<file path="config.mk">
export PLATFORM = sky130hd
export DESIGN_NAME = wb_controller
export DESIGN_NICKNAME = d
export VERILOG_FILES = /design/src/rtl/wb_controller.sv
export SDC_FILE = /design/constraint.sdc
export NUM_CORES = 1
export LEC_CHECK = 0
export CAP_MARGIN = 25
export CORE_MARGIN = 4
export CORE_UTILIZATION = 49
export DETAILED_ROUTE_END_ITERATION = 10
export PLACE_DENSITY_LB_ADDON = 0.12
export SLEW_MARGIN = 20
export SYNTH_ARGS = -nofsm -noshare
export SYNTH_HDL_FRONTEND = slang
export SYNTH_SLANG_ARGS = --single-unit
</file>
<file path="constraint.sdc">
create_clock -name clk -period 2.6 [get_ports clk]
set_input_delay 0.78 -clock clk [delete_from_list [all_inputs] [get_ports clk]]
set_output_delay 0.78 -clock clk [all_outputs]
set_load 0.02 [all_outputs]
</file>
<file path="src/rtl/wb_controller.sv">
// Write-back controller: buffers {dest, data} results in a 2-entry FIFO and
// issues one registered write strobe per result to a downstream register bank.
module wb_controller #(
  parameter int unsigned BUS_WIDTH = 8,
  parameter int unsigned NUM_REGS  = 4
) (
  input  logic                 clk,
  input  logic                 rst,
  input  logic                 in_valid,
  output logic                 in_ready,
  input  logic [1:0]           in_dest,
  input  logic [BUS_WIDTH-1:0] in_data,
  input  logic                 stall,
  input  logic                 flush,
  output logic                 write_control,
  output logic [NUM_REGS-1:0]  active_enable,
  output logic [BUS_WIDTH-1:0] out_data,
  output logic [1:0]           occupancy
);

  localparam int unsigned DEPTH  = 2;
  localparam int unsigned DEST_W = 2;
  localparam int unsigned CNT_W  = 2;

  logic [DEST_W-1:0]    r_dest [DEPTH];
  logic [BUS_WIDTH-1:0] r_data [DEPTH];
  logic                 r_wr_ptr;
  logic                 r_rd_ptr;
  logic [CNT_W-1:0]     r_count;
  logic                 r_write_control;
  logic [NUM_REGS-1:0]  r_active_enable;
  logic [BUS_WIDTH-1:0] r_out_data;

  logic                 w_full;
  logic                 w_push;
  logic                 w_pop;
  logic [DEST_W-1:0]    w_head_dest;
  logic [BUS_WIDTH-1:0] w_head_data;
  logic [NUM_REGS-1:0]  w_onehot;

  // Flush wins over both push and pop; stall only blocks the pop side.
  always_comb begin
    w_full      = (r_count == CNT_W'(DEPTH));
    w_push      = in_valid && !w_full && !flush;
    w_pop       = (r_count != '0) && !stall && !flush;
    w_head_dest = r_dest[r_rd_ptr];
    w_head_data = r_data[r_rd_ptr];
  end

  // Destinations beyond the register bank decode to no select line.
  always_comb begin
    w_onehot = '0;
    for (int unsigned i = 0; i < NUM_REGS; i++) begin
      if (32'(w_head_dest) == i) begin
        w_onehot[i] = 1'b1;
      end
    end
  end

  // Payload storage needs no reset; validity is tracked by r_count.
  always_ff @(posedge clk) begin
    if (w_push) begin
      r_dest[r_wr_ptr] <= in_dest;
      r_data[r_wr_ptr] <= in_data;
    end
  end

  always_ff @(posedge clk or posedge rst) begin
    if (rst) begin
      r_wr_ptr <= 1'b0;
      r_rd_ptr <= 1'b0;
      r_count  <= '0;
    end else if (flush) begin
      r_wr_ptr <= 1'b0;
      r_rd_ptr <= 1'b0;
      r_count  <= '0;
    end else begin
      if (w_push) begin
        r_wr_ptr <= ~r_wr_ptr;
      end
      if (w_pop) begin
        r_rd_ptr <= ~r_rd_ptr;
      end
      case ({w_push, w_pop})
        2'b10:   r_count <= r_count + CNT_W'(1);
        2'b01:   r_count <= r_count - CNT_W'(1);
        default: r_count <= r_count;
      endcase
    end
  end

  // Write-back outputs are registered at the pop edge and last one clock.
  always_ff @(posedge clk or posedge rst) begin
    if (rst) begin
      r_write_control <= 1'b0;
      r_active_enable <= '0;
      r_out_data      <= '0;
    end else begin
      r_write_control <= w_pop;
      r_active_enable <= w_pop ? w_onehot : '0;
      if (w_pop) begin
        r_out_data <= w_head_data;
      end
    end
  end

  assign in_ready      = (r_count != CNT_W'(DEPTH));
  assign occupancy     = r_count;
  assign write_control = r_write_control;
  assign active_enable = r_active_enable;
  assign out_data      = r_out_data;

endmodule
</file>
==> flow_summary.ini <==
[status]
status = finished, final reports clean

[pwr]
switching_share_pct = 25.32
power_switching_w = 0.0003370
vdd_drop_max_v = 0.0004593
pwr-share-seq_pct = 53.5
powerDensity_nw_per_um2 = 694.9
combPwrFrac_pct = 20.8
p_leak_nw = 0.7532
p_clk_share_pct = 25.7
internal-power_w = 0.0009941

[clock_network]
cts_root_buffer = clkbuf_4
hold_buffers = 0
cts_resized = 0
cts_max_path_buffers = 2
cts_tree = yes
worst_skew_pair.late_latency_ns = 0.34
cts_buffers = 5
h-tree-depth = 2
path_clk_slew_ns = 0.11
cts_setup_buffers = 0
cts.sink_count = 37

[sta]
fin_ws_ns = 0.1458
tns_ns = 0
rsz0062_at_grt = false
post-route-period-util_pct = 94.39
relSlewSlack_pct = 55.65
setup_viol = 0
whs_ns = 0.5245
clock.fmax_mhz = 407.5
worst_pin_slew_ns = 0.6645
drv_slew = 0
hold_viol = 0
timing.final.crit_period_ns = 2.454
fin_skew_ns = 0.01179

[yosys]
yosys.area.top_type = edfxtp_1
yosysMostFrequentCell = edfxtp_1
syn_nets = 111
yosysWarnings = 0
syn_area_per_cell_sq_um = 15.43
synth.area.top_cells = edfxtp_1, dfrtp_1, mux2_4
synth_edf_count = 20
syn_area_sq_um = 1481
yosys.area.top_type_share_pct = 40.54
syn_inst = 96
ys_top_cells_by_count = edfxtp_1, dfrtp_1, mux2_2, mux2_4
ys.flop_type = edfxtp_1
yosysSeqAreaShare_pct = 69.26
ys_types = 25
synth-seq-cells = 37
synth-async-reset-ratio_pct = 45.95

[worst_hold_path]
hold_class = reg2reg

[detailed_routing]
drc = 0
drt-vias-per-instance = 5.387
dr.first_iter.drc_count = 34
wl_um = 2521
vias = 905
wl_per_cell_um = 15.01
drtPass1Iterations = 4
ant_nets = 0

[place]
globalplace.congestion = 0.7478
place_ws_ns = 0.2351
dpl.cell_count = 160
portBuffers = 30
dp_hpwl_um = 1719

[floorplanning]
start_util_pct = 52.37
fp-row-count = 19
die_w_um = 62.99
num_io_pins = 31
dieArea_sq_um = 3967
die_y_um = 62.99
coreArea_sq_um = 2829

[setup_path]
critical_path_class = reg2out
required_ns = 1.82
crit_path_end_kind = output port
cp-start-kind = flip-flop
critical_path.max_fanout = 6
worst-endpoint-arrival_ns = 1.67

[cells_and_area]
fin_cells = 168
nNetsFinal = 151
num_antenna_cells = 0
drive_above_1_share_pct = 23.36
area_growth_pct = 29.31

[grt]
antenna_found_initial = 0
grt_max_degree = 19
first_global_vias = 933
grt.total_usage_pct = 14.47
overflow = 0
grt_first_pass_wirelength_um = 4305

[flow_run]
max_cap_violations = 0
==> cell usage in the layout (no fill, tap or decap) <==
master and n:
clkbuf_4 5, a21o_1 1, mux2_2 8, o32a_1 1
clkdlybuf4s50_1 30, a32oi_1 1, a21oi_1 4, nor2_2 1
nand3b_1 2, edfxtp_1 20, a31oi_1 2, inv_12 1
nor3_1 2, nor2b_1 1, clkinv_2 1, or3_1 3
o21ai_0 2, mux2_4 8, inv_1 5, nor2_1 5
nor3b_1 1, nand3_1 3, nand2_1 4, dfrtp_1 17
buf_4 6, clkbuf_8 2, nand4b_1 1
==> final timing paths <==
kind / endpoint / startpoint / cells past startpoint / slack [ns]
worst max-delay path: in_ready / occupancy[1] / 3 / 0.15
max in group asynchronous: out_data[3] / rst / 2 / 1.34
worst min-delay path: out_data[5] / out_data[5] / 1 / 0.52
worst min register to register: out_data[5] / out_data[5] / 1 / 0.52
worst max register to register: r_data[1][2] / occupancy[1] / 5 / 0.96
min in group asynchronous: out_data[1] / rst / 2 / 0.82
==> critical path, cell delays in order, from the launching register on <==
cell	delay, ns
dfrtp_1	0.45
nor2b_1	0.18
inv_1	0.10
clkdlybuf4s50_1	0.61
==> cells by family (layout without fill, tap and decap cells) <==
| group | Yosys count | in the layout | synth area share (%) |
|---|---|---|---|
| AO/OA/AOI/OAI | 11 | 11 | 4.646 |
| buffers and inverters | 9 | 50 | 3.716 |
| flip-flops | 37 | 37 | 69.26 |
| multiplexers | 16 | 16 | 14.19 |
| AND/OR/NAND/NOR | 23 | 23 | 8.193 |
==> per-stage QoR <==
| stage | total power [W] | utilization (%) | instance area (sq um) |
|---|---|---|---|
| after global placement | 0.001000 | 65.24 | 1846 |
| after floorplan | 0.0008690 | - | 1481 |
| after global routing | 0.001392 | 67.71 | 1916 |
| final | 0.001331 | 67.71 | 1916 |
| after CTS | 0.001344 | 67.71 | 1916 |
| after detailed placement | 0.001004 | 65.24 | 1846 |
==> flip-flops by register name, indices dropped and copies added, names as in the netlist <==
name / flops
r_wr_ptr: 1
r_data: 16
occupancy: 2
write_control: 1
active_enable: 4
out_data: 8
r_rd_ptr: 1
r_dest: 4
==> cell type report <==
cell class / count / area [sq um]
sequential: 37 / 1026
fill: 210 / 913.4
multi-input combinational: 50 / 400.4
timing repair buffer: 36 / 345.3
clock buffer: 7 / 65.06
tap: 31 / 38.79
inverter: 6 / 35.03
clock inverter: 1 / 5.005
==> power by group through the flow <==
stage | registers (W) | clock network, W | logic, W
after global routing | 0.000722 | 0.000376 | 0.000294
after global placement | 0.000725 | 0 | 0.000275
after CTS | 0.000714 | 0.000349 | 0.000281
after detailed placement | 0.000724 | 0 | 0.000280
final | 0.000713 | 0.000341 | 0.000277
after floorplan | 0.000766 | 0 | 0.000103
==> layer usage <==
| layer | global-route usage, % | vias up | part of all wire (%) |
|---|---|---|---|
| li1 | - | 429 | - |
| met2 | 23.06 | 23 | 49 |
| met3 | 5.216 | 5 | 4.5 |
| met5 | 0 | - | 0 |
| met4 | 9.091 | 0 | 2.3 |
| met1 | 16.41 | 448 | 44 |
Note: power is estimated with default switching activity, not from simulation.
==> RTL edit (same flow settings) <==
Change the parameter `NUM_REGS` from 4 to 8.
--- a/src/rtl/wb_controller.sv
+++ b/src/rtl/wb_controller.sv
@@ -2,7 +2,7 @@
 // issues one registered write strobe per result to a downstream register bank.
 module wb_controller #(
   parameter int unsigned BUS_WIDTH = 8,
-  parameter int unsigned NUM_REGS  = 4
+  parameter int unsigned NUM_REGS  = 8
 ) (
   input  logic                 clk,
   input  logic                 rst,
Ports: changed (resized active_enable); port bits go from 31 to 35. No check against the original RTL was run, so the function may have changed too.
==> RTL edit against the unedited design <==
- total power hardly changed
- non-clock buffer count shrank 2
- sequential cell count unchanged
- sequential power is essentially flat
- hold slack gained 0.00082 ns
- area after synthesis is 2.3% higher
- cell area rose by 0.26%
- wire length rose by 9.4%
- global-route usage is 0.69 points higher
- first-iteration DRC count rose by 35%
- setup slack lost 0.017 ns
- synthesized cell count is 5.2% higher
- critical endpoint unchanged
==> RTL edit: results (changes against the unedited design) <==
run status=finished, final reports clean (unchanged); Worst path max stage delay=0.54 ns (was 0.61 ns); multiplexer area fraction after synthesis=13.9% (was 14.2%); global-route usage over all layers=15.2% (was 14.5%); Compound-Gate Fraction of Synth Area=4.54% (was 4.65%); r2r endpoint=out_data[7]$_DFFE_PP0P_ (was r_data[1][2]$_DFFE_PP_); # fillers=218 (was 210); endpoint of the worst hold path=out_data[0]$_DFFE_PP0P_ (was out_data[5]$_DFFE_PP0P_); IR Drop Worst-Case VDD=481 uV (was 459 uV); register share of the cell area=53.4% (was 53.6%); actual slew at the worst max-slew pin=0.691 ns (was 0.664 ns); layout cells sized above 1=22.3% (was 23.4%); count of cells along the worst register-to-register path=4 (was 5); register bit total from synthesis=37 (unchanged); clock edge transition at the registers on the reported setup and hold paths=0.10 ns; number of gates resized after cts=0 (unchanged); count of buffers not belonging to the clock network in the layout=34 (was 36); post-synth cell types=27 (was 25); origin of the worst min-delay path=out_data[0]$_DFFE_PP0P_ (was out_data[5]$_DFFE_PP0P_); count of clock-net buffers in the final layout=7 (unchanged); insertion delay of the later-clocked pin in the worst-skew pair=0.33 ns; DP HPWL=1950 microns (was 1720 microns); Layout Skew=0.00842 ns (was 0.0118 ns); largest cells by area after synthesis=sky130_fd_sc_hd__edfxtp_1 40%, sky130_fd_sc_hd__dfrtp_1 28%, sky130_fd_sc_hd__mux2_4 7.9%, sky130_fd_sc_hd__mux2_2 5.9%, sky130_fd_sc_hd__buf_4 2.0% (was sky130_fd_sc_hd__edfxtp_1 41%, sky130_fd_sc_hd__dfrtp_1 29%, sky130_fd_sc_hd__mux2_4 8.1%, sky130_fd_sc_hd__mux2_2 6.1%, sky130_fd_sc_hd__a21oi_1 1.4%); leakage power=0.000757 uW (was 0.000753 uW); Starting DRT DRC Count=46 (was 34); area post-placement=1850 sq um (about the same); average vias per placed instance=5.41 (was 5.39); die outline area=4050 sq um (was 3970 sq um); number of multi-input logic gates=54 (was 50); clock network area share=3.65% (was 3.66%); footprint of the flip-flops and latches=1030 sq um (unchanged); multi-input gate area in the final layout=420 sq um (was 400 sq um); register area share after synthesis=67.7% (was 69.3%); global placer's final weighted congestion=0.686 (was 0.748); Wirelength per Cell=16.2 microns (was 15.0 microns); number of nets in the final layout=153 (was 151); portion of the layout cell area used by non-clock buffers=17.2% (was 18.0%)
==> RTL edit: cell types whose count changed in the layout (fill, tap and decap cells not counted), sizes merged <==
| cell | before | now |
|---|---|---|
| buf | 6 | 4 |
| conb | 0 | 4 |
==> RTL edit: report_power, final <==
group,switching [uW],internal [uW]
registers,40.6,675
logic,123,161
clock network,175,157
==> RTL edit: logic make-up after synthesis <==
kind of cell | Yosys count
flops | 37
compound gates | 11
other cells | 1
mux | 16
simple gates | 23
buf+inv | 13
==> RTL edit: through the flow <==
step | hold slack [ns] | instances | setup WS [ns]
floorplan | 0.529 | 104 | 0.440
global placement | 0.509 | 162 | 0.276
detailed placement | 0.507 | 162 | 0.230
CTS | 0.536 | 170 | 0.121
global route | 0.552 | 170 | 0.0334
finish | 0.525 | 170 | 0.129
==> RTL edit: metal layers <==
metal	global-route usage, %	up-vias	part of all wire, %
met1	18.3	449	46
li1	-	437	-
met4	5.66	0	1.3
met3	6.04	7	4.8
met5	0	-	0
met2	24.4	26	48
